**config.mk**
```make
export PLATFORM = sky130hd
export DESIGN_NAME = meta_demux_1_2_flat
export DESIGN_NICKNAME = d
export VERILOG_FILES = /design/src/rtl/meta_demux_1_2_pkg.sv /design/src/rtl/meta_intf.sv /design/src/rtl/meta_queue.sv /design/src/rtl/meta_demux_1_2.sv /design/src/flat_wrapper.sv
export SDC_FILE = /design/constraint.sdc
export NUM_CORES = 1
export LEC_CHECK = 0
export CAP_MARGIN = 20
export CORE_ASPECT_RATIO = 1.4
export CORE_MARGIN = 4
export CORE_UTILIZATION = 40
export DETAILED_ROUTE_END_ITERATION = 7
export SYNTH_ARGS = -nofsm -noshare
export SYNTH_HDL_FRONTEND = slang
export SYNTH_HIERARCHICAL = 1
export SYNTH_SLANG_ARGS = --single-unit
```
**constraint.sdc**
```tcl
create_clock -name aclk -period 15.2 [get_ports aclk]
set_input_delay 3.04 -clock aclk [delete_from_list [all_inputs] [get_ports aclk]]
set_output_delay 3.04 -clock aclk [all_outputs]
set_load 0.1 [all_outputs]
```
**src/rtl/meta_demux_1_2_pkg.sv**
```systemverilog
// meta_demux_1_2_pkg: shared meta width, queue depth and routing-bit constants
package meta_demux_1_2_pkg;
    localparam int META_DATA_BITS = 96;
    localparam int META_QDEPTH    = 4;
    localparam int META_DEST_BIT  = 0;
endpackage

```
**src/rtl/meta_intf.sv**
```systemverilog
// metaIntf: valid/ready meta stream with a DATA_BITS-wide word
interface metaIntf
    import meta_demux_1_2_pkg::*;
#(
    parameter int DATA_BITS = META_DATA_BITS
);
    logic                 valid;
    logic                 ready;
    logic [DATA_BITS-1:0] data;
    modport m (output valid, output data, input ready);
    modport s (input valid, input data, output ready);
endinterface

```
**src/rtl/meta_queue.sv**
```systemverilog
// meta_queue: single-clock FIFO with separate occupancy counter, zero-on-empty output
module meta_queue
    import meta_demux_1_2_pkg::*;
#(
    parameter int QDEPTH    = META_QDEPTH,
    parameter int DATA_BITS = META_DATA_BITS
) (
    input  logic                         aclk,
    input  logic                         aresetn,
    input  logic                         push,
    input  logic [DATA_BITS-1:0]         data_in,
    output logic                         full,
    input  logic                         pop,
    output logic [DATA_BITS-1:0]         data_out,
    output logic                         empty,
    output logic [$clog2(QDEPTH+1)-1:0]  count
);
    localparam int PW = $clog2(QDEPTH);
    localparam int CW = $clog2(QDEPTH + 1);

    logic [DATA_BITS-1:0] mem [QDEPTH];
    logic [PW-1:0]        wr_ptr;
    logic [PW-1:0]        rd_ptr;
    logic                 do_push;
    logic                 do_pop;

    assign full     = count == CW'(QDEPTH);
    assign empty    = count == '0;
    assign do_push  = push & ~full;
    assign do_pop   = pop & ~empty;
    assign data_out = empty ? '0 : mem[rd_ptr];

    // storage is never reset; only pointers and count define contents
    always_ff @(posedge aclk) begin
        if (do_push) mem[wr_ptr] <= data_in;
    end

    // pointers wrap naturally at QDEPTH; push and pop together leave count unchanged
    always_ff @(posedge aclk or negedge aresetn) begin
        if (!aresetn) begin
            wr_ptr <= '0;
            rd_ptr <= '0;
            count  <= '0;
        end else begin
            wr_ptr <= wr_ptr + PW'(do_push);
            rd_ptr <= rd_ptr + PW'(do_pop);
            count  <= count + CW'(do_push) - CW'(do_pop);
        end
    end
endmodule

```
**src/rtl/meta_demux_1_2.sv**
```systemverilog
// meta_demux_1_2: routes each meta word to one of two queued outputs by a destination bit
module meta_demux_1_2
    import meta_demux_1_2_pkg::*;
#(
    parameter int QDEPTH    = META_QDEPTH,
    parameter int DATA_BITS = META_DATA_BITS,
    parameter int DEST_BIT  = META_DEST_BIT
) (
    input  logic                        aclk,
    input  logic                        aresetn,
    metaIntf.s                          s_meta,
    metaIntf.m                          m_meta_0,
    metaIntf.m                          m_meta_1,
    output logic [$clog2(QDEPTH+1)-1:0] used_0,
    output logic [$clog2(QDEPTH+1)-1:0] used_1
);
    logic dest;
    logic full_0;
    logic full_1;
    logic empty_0;
    logic empty_1;
    logic acc;

    // ready looks only at the selected queue's registered full flag, and is held low in reset
    assign dest         = s_meta.data[DEST_BIT];
    assign s_meta.ready = aresetn & ~(dest ? full_1 : full_0);
    assign acc          = s_meta.valid & s_meta.ready;
    assign m_meta_0.valid = ~empty_0;
    assign m_meta_1.valid = ~empty_1;

    meta_queue #(.QDEPTH(QDEPTH), .DATA_BITS(DATA_BITS)) u_q0 (
        .aclk     (aclk),
        .aresetn  (aresetn),
        .push     (acc & ~dest),
        .data_in  (s_meta.data),
        .full     (full_0),
        .pop      (m_meta_0.ready),
        .data_out (m_meta_0.data),
        .empty    (empty_0),
        .count    (used_0)
    );

    meta_queue #(.QDEPTH(QDEPTH), .DATA_BITS(DATA_BITS)) u_q1 (
        .aclk     (aclk),
        .aresetn  (aresetn),
        .push     (acc & dest),
        .data_in  (s_meta.data),
        .full     (full_1),
        .pop      (m_meta_1.ready),
        .data_out (m_meta_1.data),
        .empty    (empty_1),
        .count    (used_1)
    );
endmodule

```
**src/flat_wrapper.sv**
```systemverilog
// flat-port wrapper written by rule: the top's interface ports become plain ports
module meta_demux_1_2_flat import meta_demux_1_2_pkg::*;
#(
    parameter int QDEPTH    = META_QDEPTH,
    parameter int DATA_BITS = META_DATA_BITS,
    parameter int DEST_BIT  = META_DEST_BIT
)
  (aclk, aresetn, used_0, used_1, s_meta_valid, s_meta_data, s_meta_ready, m_meta_0_valid, m_meta_0_data, m_meta_0_ready, m_meta_1_valid, m_meta_1_data, m_meta_1_ready);
  metaIntf #(.DATA_BITS(DATA_BITS)) s_meta_i ();
  metaIntf #(.DATA_BITS(DATA_BITS)) m_meta_0_i ();
  metaIntf #(.DATA_BITS(DATA_BITS)) m_meta_1_i ();
  input  logic aclk;
  input  logic aresetn;
  output logic [$clog2(QDEPTH+1)-1:0] used_0;
  output logic [$clog2(QDEPTH+1)-1:0] used_1;
  input wire logic [$bits(s_meta_i.valid)-1:0] s_meta_valid;
  input wire logic [$bits(s_meta_i.data)-1:0] s_meta_data;
  output wire logic [$bits(s_meta_i.ready)-1:0] s_meta_ready;
  output wire logic [$bits(m_meta_0_i.valid)-1:0] m_meta_0_valid;
  output wire logic [$bits(m_meta_0_i.data)-1:0] m_meta_0_data;
  input wire logic [$bits(m_meta_0_i.ready)-1:0] m_meta_0_ready;
  output wire logic [$bits(m_meta_1_i.valid)-1:0] m_meta_1_valid;
  output wire logic [$bits(m_meta_1_i.data)-1:0] m_meta_1_data;
  input wire logic [$bits(m_meta_1_i.ready)-1:0] m_meta_1_ready;
  assign s_meta_i.valid = s_meta_valid;
  assign s_meta_i.data = s_meta_data;
  assign s_meta_ready = s_meta_i.ready;
  assign m_meta_0_valid = m_meta_0_i.valid;
  assign m_meta_0_data = m_meta_0_i.data;
  assign m_meta_0_i.ready = m_meta_0_ready;
  assign m_meta_1_valid = m_meta_1_i.valid;
  assign m_meta_1_data = m_meta_1_i.data;
  assign m_meta_1_i.ready = m_meta_1_ready;
  meta_demux_1_2 #(.QDEPTH(QDEPTH), .DATA_BITS(DATA_BITS), .DEST_BIT(DEST_BIT)) u_core (.aclk(aclk), .aresetn(aresetn), .s_meta(s_meta_i), .m_meta_0(m_meta_0_i), .m_meta_1(m_meta_1_i), .used_0(used_0), .used_1(used_1));
endmodule
```
==> results.json, run 1 <==
{
  "fmax_ghz": 0.1191,
  "wl_per_cell_um": 26.09,
  "crit_type": "input port to output port",
  "required_ns": 12.16,
  "worstPathCellList": "clkdlybuf4s50_1, and2_1, clkdlybuf4s50_1",
  "yosys.area_share.xor_xnor_pct": 0.3541,
  "synth_seq_area_share_pct": 78.88,
  "worst_pin_slew_ns": 1.154,
  "relSlewSlack_pct": 22.80,
  "post_cts_buffers": 0,
  "placed_area_mm2": 0.03376,
  "die_area_mm2": 0.07869,
  "status": "complete, no violations",
  "drv_cap": 0,
  "drt-vias-per-instance": 5.224,
  "synth.area.mux_share_pct": 14.60,
  "final_net_count": 1727,
  "post-dp-hpwl_um": 38910,
  "syn_area_mm2": 0.02968,
  "dr.first_iter.drc_count": 892,
  "final_cells": 2635,
  "slew_viol_final": 0,
  "cts_buffers": 76,
  "synthCells": 1283,
  "htree_levels": 3,
  "layout-drive-gt1-share_pct": 19.88,
  "grt.overflow.total": 0,
  "die_w_um": 238.2,
  "crit_top_cell": "clkdlybuf4s50_1",
  "cts_tree": "built",
  "grt_pass1_wl_um": 101300,
  "setup_tns_ns": 0,
  "antenna_found_initial": 5,
  "cp_slowest_cell": "clkdlybuf4s50_1",
  "hold_viol": 0,
  "ctsResizeCount": 0,
  "yosys_warnings": 6,
  "io_buffers": 301,
  "crit_family": "buffers and inverters",
  "ctsHoldBuffers": 0,
  "endpoint_kind": "output port",
  "dp.cells": 2494,
  "critPathLaunchType": "input port",
  "final_util_pct": 49.37,
  "synth_compound_area_share_pct": 0,
  "pin_count": 302,
  "fin_crit_sh_pct": 55.23,
  "antenna_left": 0,
  "grt_max_degree": 62,
  "final_common_cell": "edfxtp_1",
  "cts_root_buf": "clkbuf_16",
  "finalClockSkew_ns": 0.01343,
  "slowest_delay_ns": 1.14,
  "layout_common_cells": "edfxtp_1, clkdlybuf4s50_1, and2_1, mux4_2, clkbuf_16",
  "routed_wl_um": 68750,
  "synth_seq_cells": 782,
  "cp_max_fo": 16,
  "synth-simple-area-share_pct": 4.527,
  "avgSynthCellArea_um2": 23.13,
  "hold_path.class": "register to register",
  "clk_latency_ns": 0.62,
  "gp_congestion": 0.7126,
  "vias": 13770,
  "drc_errors": 0,
  "clk_pin_slew_worst_paths_ns": 0.06,
  "finalSetupViolCount": 0,
  "final_cell_area_mm2": 0.03614,
  "arrival_ns": 5.35,
  "synth_cell_types": 22,
  "synth_fa_ha_area_share_pct": 0.3035,
  "die_y_um": 330.3,
  "syn2layout_area_growth_pct": 21.75,
  "core_mm2": 0.07320,
  "grt_pass1_vias": 15370,
  "dr.pass1.iters": 4,
  "cts.path.max_buffers": 3,
  "synth_nets": 1390,
  "min_period_ns": 8.394,
  "start_util_pct": 40.55,
  "cts_sinks": 782,
  "row_count": 117,
  "rsz0062_at_grt": "no",
  "synth_top_family_by_area": "multiplexers",
  "grt.total_usage_pct": 17.55,
  "crit_buf_inv": 2
}
## Yosys cell counts
master	n	area, um2
buf_6	6	67.56
dfrtp_1	14	350.3
buf_2	26	130.1
clkbuf_1	30	112.6
mux4_2	192	4324
xor2_1	4	35.03
nand2_1	3	11.26
buf_12	2	40.04
or3_1	2	12.51
mux2i_1	1	10.01
and3_1	2	12.51
buf_4	2	15.01
nand2b_1	2	12.51
nand3_1	4	20.02
edfxtp_1	768	23060
nor3_1	3	15.01
ha_1	4	50.05
fa_1	2	40.04
and2_1	193	1207
xnor2_1	8	70.07
nor3b_1	7	52.55
inv_1	8	30.03
## sequential cells by signal, indices dropped and copies added (netlist names)
name                cells
u_core/u_q0/wr_ptr      2
u_core/u_q1/count       3
u_core/u_q1/wr_ptr      2
u_core/u_q0/count       3
u_core/u_q1/mem       384
u_core/u_q0/mem       384
u_core/u_q0/rd_ptr      2
u_core/u_q1/rd_ptr      2
## metrics by stage
stage               hold WS, ns  setup WS, ns
floorplan                0.4876         4.079
global placement         0.5172         6.811
detailed placement       0.5327         6.779
CTS                      0.5421         6.775
global route             0.5675         6.704
finish                   0.5450         6.806
## routing by layer
layer	global-route usage [%]	wire length, um	vias up
li1	-	-	5934
met1	21.32	26900	7405
met2	31.85	36920	336
met3	3.406	3453	86
met4	5.277	1451	4
met5	0	24	-
## cell type report
type	count	area (um2)
multi-input combinational	427	5923
clock inverter	40	305.3
clock buffer	98	2058
sequential	782	23430
tap	952	1191
timing repair buffer	325	3193
antenna	3	7.507
inverter	8	30.03
fill	5926	37060
## cell families (layout without fill, tap and decap cells)
| logic type | Yosys count | after routing |
|---|---|---|
| other | 0 | 3 |
| flip-flops | 782 | 782 |
| XOR/XNOR | 12 | 12 |
| adder cells (fa/ha/maj) | 6 | 6 |
| buffers and inverters | 74 | 471 |
| AND/OR/NAND/NOR | 216 | 216 |
| multiplexers | 193 | 193 |
## worst paths after layout
path                                           startpoint                                to  slack, ns  cells past startpoint
max                                               aresetn                      s_meta_ready       6.81                      3
min                        u_core/u_q1/count[2]$_DFF_PN0_    u_core/u_q1/count[2]$_DFF_PN0_       0.54                      1
max reg2reg                u_core/u_q0/count[2]$_DFF_PN0_  u_core/u_q0/mem[3][89]$_DFFE_PP_      11.84                      6
min reg2reg                u_core/u_q1/count[2]$_DFF_PN0_    u_core/u_q1/count[2]$_DFF_PN0_       0.54                      1
max in group asynchronous                         aresetn   u_core/u_q0/rd_ptr[1]$_DFF_PN0_      11.79                      1
min in group asynchronous                         aresetn    u_core/u_q0/count[2]$_DFF_PN0_       2.87                      1
Power of run 1 is not shown: default switching activity piles up to over one toggle a cycle in this logic, so the estimate is an artifact.
==> run 2, diff against run 1 <==
==> constraint.sdc (replaced) <==
create_clock -name aclk -period 8.75 [get_ports aclk]
set_input_delay 1.75 -clock aclk [delete_from_list [all_inputs] [get_ports aclk]]
set_output_delay 1.75 -clock aclk [all_outputs]
set_load 0.1 [all_outputs]
==> results.json, run 2 (synthesis gave the netlist of run 1 again) <==
{
  "antenna_left": 0,
  "worstHoldPathCells": 1,
  "slew_viol_final": 0,
  "required_ns": 7.00,
  "grt_pass1_wl_um": 100800,
  "final_cell_area_mm2": 0.03630,
  "clk_pin_slew_worst_paths_ns": 0.06,
  "final_common_cell": "edfxtp_1",
  "io_buffers": 301,
  "rr_worst_depth": 6,
  "die_y_um": 330.3,
  "row_count": 117,
  "fillers": 6004,
  "post-dp-hpwl_um": 37850,
  "hold_viol": 0,
  "vias": 13740,
  "arrival_ns": 4.21,
  "finalWorstSetupSlack_ns": 2.788,
  "die_area_mm2": 0.07869,
  "top_regs": "u_core/u_q0/mem: 384 flops, u_core/u_q1/mem: 384 flops",
  "htree_levels": 3,
  "clk_latency_ns": 0.61,
  "grt_max_degree": 97,
  "min_period_ns": 5.963,
  "status": "complete, no violations",
  "cts.path.max_buffers": 3,
  "dr.first_iter.drc_count": 731,
  "syn2layout_area_growth_pct": 22.31,
  "finalClockSkew_ns": 0.01361,
  "antenna_found_initial": 5,
  "critPathLaunchType": "register",
  "die_w_um": 238.2,
  "gp_congestion": 0.7034,
  "start_util_pct": 40.55,
  "cp_max_fo": 50,
  "cts_tree": "built",
  "placed_area_mm2": 0.03381,
  "place_ws_ns": 2.932,
  "post_cts_buffers": 0,
  "ctsResizeCount": 0,
  "hold_path.class": "register to register",
  "routed_wl_um": 67650,
  "ctsHoldBuffers": 0,
  "seqCellArea_mm2": 0.02343,
  "rsz0062_at_grt": "no",
  "multiInputGateArea_mm2": 0.005942,
  "core_mm2": 0.07320,
  "crit_type": "register to output port",
  "cts_buffers": 76,
  "setup_tns_ns": 0,
  "fmax_ghz": 0.1677,
  "whs_ns": 0.5371,
  "wl_per_cell_um": 25.74,
  "grt.overflow.total": 0,
  "dr.pass1.iters": 7,
  "cts_root_buf": "clkbuf_16",
  "drv_cap": 0,
  "fin_crit_sh_pct": 68.14,
  "pin_count": 302,
  "worst_pin_slew_ns": 1.085,
  "relSlewSlack_pct": 27.45,
  "cts_sinks": 782,
  "finalSetupViolCount": 0,
  "layout_common_cells": "edfxtp_1, clkdlybuf4s50_1, and2_1, mux4_2, clkbuf_16",
  "drt-vias-per-instance": 5.227,
  "grt_pass1_vias": 15300,
  "drc_errors": 0,
  "layout-drive-gt1-share_pct": 20.26,
  "grt.total_usage_pct": 17.28,
  "endpoint_kind": "output port",
  "final_net_count": 1725
}
==> run 2: cell count changes in the layout (fill, tap and decap cells not counted), moves of 2 or more <==
cell       before  now
clkinv_1       16    8
bufinv_16       4   10
buf_4          24   19
clkbuf_1       18   14
buf_12          0    3
clkinv_2       12   15
clkinv_4        3    0
nor3b_2         4    2
nor3b_4         0    2
==> run 2: layout make-up <==
| type | instances | share of cell area, % |
|---|---|---|
| inverter | 8 | 0.08272 |
| sequential | 782 | 64.53 |
| clock inverter | 40 | 1.268 |
| timing repair buffer | 323 | 8.857 |
| clock buffer | 93 | 5.590 |
| tap | 952 | 3.281 |
| multi-input combinational | 427 | 16.37 |
| antenna | 3 | 0.02068 |
==> run 2: critical path: stages, from the launching register on <==
cell,delay [ns]
dfrtp_4,0.95
buf_4,0.81
mux4_2,0.38
and2_1,0.21
clkdlybuf4s50_1,1.17
==> run 2: worst paths after layout <==
check                                                startpoint                               end  slack [ns]
worst max-delay path            u_core/u_q0/rd_ptr[1]$_DFF_PN0_                  m_meta_0_data[0]        2.79
worst min-delay path             u_core/u_q1/count[2]$_DFF_PN0_    u_core/u_q1/count[2]$_DFF_PN0_        0.54
worst max register to register   u_core/u_q0/count[2]$_DFF_PN0_  u_core/u_q0/mem[3][64]$_DFFE_PP_        5.45
worst min register to register   u_core/u_q1/count[2]$_DFF_PN0_    u_core/u_q1/count[2]$_DFF_PN0_        0.54
max in group asynchronous                               aresetn   u_core/u_q0/rd_ptr[1]$_DFF_PN0_        6.67
min in group asynchronous                               aresetn    u_core/u_q1/count[0]$_DFF_PN0_        1.57
==> run 2: metrics by stage <==
stage	std cells	utilization [%]
floorplan	1283	-
global placement	2492	46.19
detailed placement	2492	46.19
CTS	2625	49.59
global route	2628	49.60
finish	2628	49.60
==> run 2: routing by layer <==
layer | share of wire (%) | up-vias | track usage (%)
met5 | 0.010 | - | 0
met4 | 1.7 | 2 | 4.747
met3 | 4.3 | 80 | 3.082
met2 | 55 | 317 | 31.62
met1 | 39 | 7436 | 21.15
li1 | - | 5902 | -
Power of run 2 is left out for the same reason.
==> run 3, diff against run 2 <==
==> constraint.sdc (replaced) <==
create_clock -name aclk -period 6 [get_ports aclk]
set_input_delay 1.2 -clock aclk [delete_from_list [all_inputs] [get_ports aclk]]
set_output_delay 1.2 -clock aclk [all_outputs]
set_load 0.1 [all_outputs]
==> results.json, run 3 (synthesis gave the netlist of run 1 again) <==
{
  "status": "complete, no violations",
  "post-dp-hpwl_um": 39060,
  "fin_crit_sh_pct": 82.03,
  "grt.total_usage_pct": 17.31,
  "worstHoldStart": "u_core/u_q1/count[2]$_DFF_PN0_",
  "seqCellArea_mm2": 0.02343,
  "vias": 13830,
  "htree_levels": 3,
  "gp_congestion": 0.7696,
  "multiInputGateArea_mm2": 0.005942,
  "busiest_layer": "met2",
  "cts_tree": "built",
  "worst_pin_slew_ns": 1.201,
  "core_mm2": 0.07320,
  "crit_buf_inv": 2,
  "required_ns": 4.80,
  "ctsResizeCount": 0,
  "fillers": 5966,
  "arrival_ns": 3.72,
  "crit_family": "buffers and inverters",
  "drc_errors": 0,
  "row_count": 117,
  "slowest_delay_ns": 0.99,
  "crit_type": "register to output port",
  "grt_use_met3_pct": 3.115,
  "drv_cap": 0,
  "final_net_count": 1735,
  "placed_area_mm2": 0.03399,
  "start_util_pct": 40.55,
  "cts_root_buf": "clkbuf_16",
  "slew_viol_final": 0,
  "clk_pin_slew_worst_paths_ns": 0.06,
  "endpoint_kind": "output port",
  "grt_pass1_wl_um": 100600,
  "final_cell_area_mm2": 0.03630,
  "grt.overflow.total": 0,
  "drt-vias-per-instance": 5.226,
  "cp_slowest_cell": "clkdlybuf4s50_1",
  "die_y_um": 330.3,
  "dr.pass1.iters": 4,
  "post_cts_buffers": 0,
  "cts_sinks": 782,
  "finalClockSkew_ns": 0.01259,
  "critPathLaunchType": "register",
  "worstSetupStartpoint": "u_core/u_q1/rd_ptr[0]$_DFF_PN0_",
  "die_area_mm2": 0.07869,
  "cts.path.max_buffers": 3,
  "routed_wl_um": 67490,
  "cp_max_fo": 34,
  "grt_max_degree": 74,
  "layout_common_cells": "edfxtp_1, clkdlybuf4s50_1, and2_1, mux4_2, clkbuf_16",
  "clk_latency_ns": 0.62,
  "final_common_cell": "edfxtp_1",
  "hold_path.class": "register to register",
  "hold_viol": 0,
  "finalSetupViolCount": 0,
  "min_period_ns": 4.922,
  "pin_count": 302,
  "relSlewSlack_pct": 19.66,
  "antenna_left": 0,
  "cts_buffers": 75,
  "rsz0062_at_grt": "no",
  "io_buffers": 301,
  "ctsHoldBuffers": 0,
  "r2r-start": "u_core/u_q1/count[1]$_DFF_PN0_",
  "syn2layout_area_growth_pct": 22.30,
  "die_w_um": 238.2,
  "wl_per_cell_um": 25.51,
  "grt.met2_usage_pct": 31.21,
  "layout-drive-gt1-share_pct": 20.60,
  "worstPathCellList": "buf_4, mux4_2, and2_1, clkdlybuf4s50_1",
  "grt_pass1_vias": 15250,
  "fmax_ghz": 0.2032,
  "top_regs": "u_core/u_q0/mem: 384 flops, u_core/u_q1/mem: 384 flops",
  "met1_usage_pct": 21.07,
  "antenna_found_initial": 7,
  "dr.first_iter.drc_count": 710
}
==> run 3: changes by cell type in the layout (fill, tap and decap cells not counted), moves of 3 or more <==
cell and delta:
buf_12 +8, buf_4 +4, bufinv_16 -8, clkinv_1 +6, inv_6 +3
==> run 3: layout make-up <==
class / count / area share (%)
well taps: 952 / 3.281
diodes: 5 / 0.03447
clock buffers: 93 / 5.473
repair buffers: 334 / 9.354
inverters: 8 / 0.08272
clock inverters: 45 / 0.8686
multi-input cells: 427 / 16.37
flip-flops and latches: 782 / 64.54
==> run 3: path summary, 6_finish.rpt <==
kind                       cells past startpoint                         endpoint  slack (ns)
max                                            4                 m_meta_1_data[8]        1.08
min                                            1   u_core/u_q1/count[2]$_DFF_PN0_        0.53
max in group asynchronous                      1  u_core/u_q1/rd_ptr[1]$_DFF_PN0_        4.51
min in group asynchronous                      1   u_core/u_q1/count[0]$_DFF_PN0_        0.99
min reg2reg                                    1   u_core/u_q1/count[2]$_DFF_PN0_        0.53
max reg2reg                                    7   u_core/u_q1/count[2]$_DFF_PN0_        3.24
==> run 3: routing by layer <==
layer / vias to the layer above / share of wire (%)
met5: - / 0.031
met4: 4 / 2.4
met3: 84 / 4.4
met2: 334 / 54
met1: 7462 / 39
li1: 5943 / -
==> run 3: per-stage QoR <==
stage          util (%)  hold WS [ns]  std cells  setup slack (ns)  TNS (ns)
5_1_grt           49.59        0.5456       2644            0.8582         0
4_1_cts           49.58        0.5268       2641            0.9256         0
3_5_place_dp      46.43        0.5189       2503             1.590         0
3_3_place_gp      46.43        0.5141       2503             1.640         0
6_report          49.59        0.5340       2646             1.078         0
2_1_floorplan         -        0.4876       1283            -3.281   -891.32
Power of run 3 is left out for the same reason.
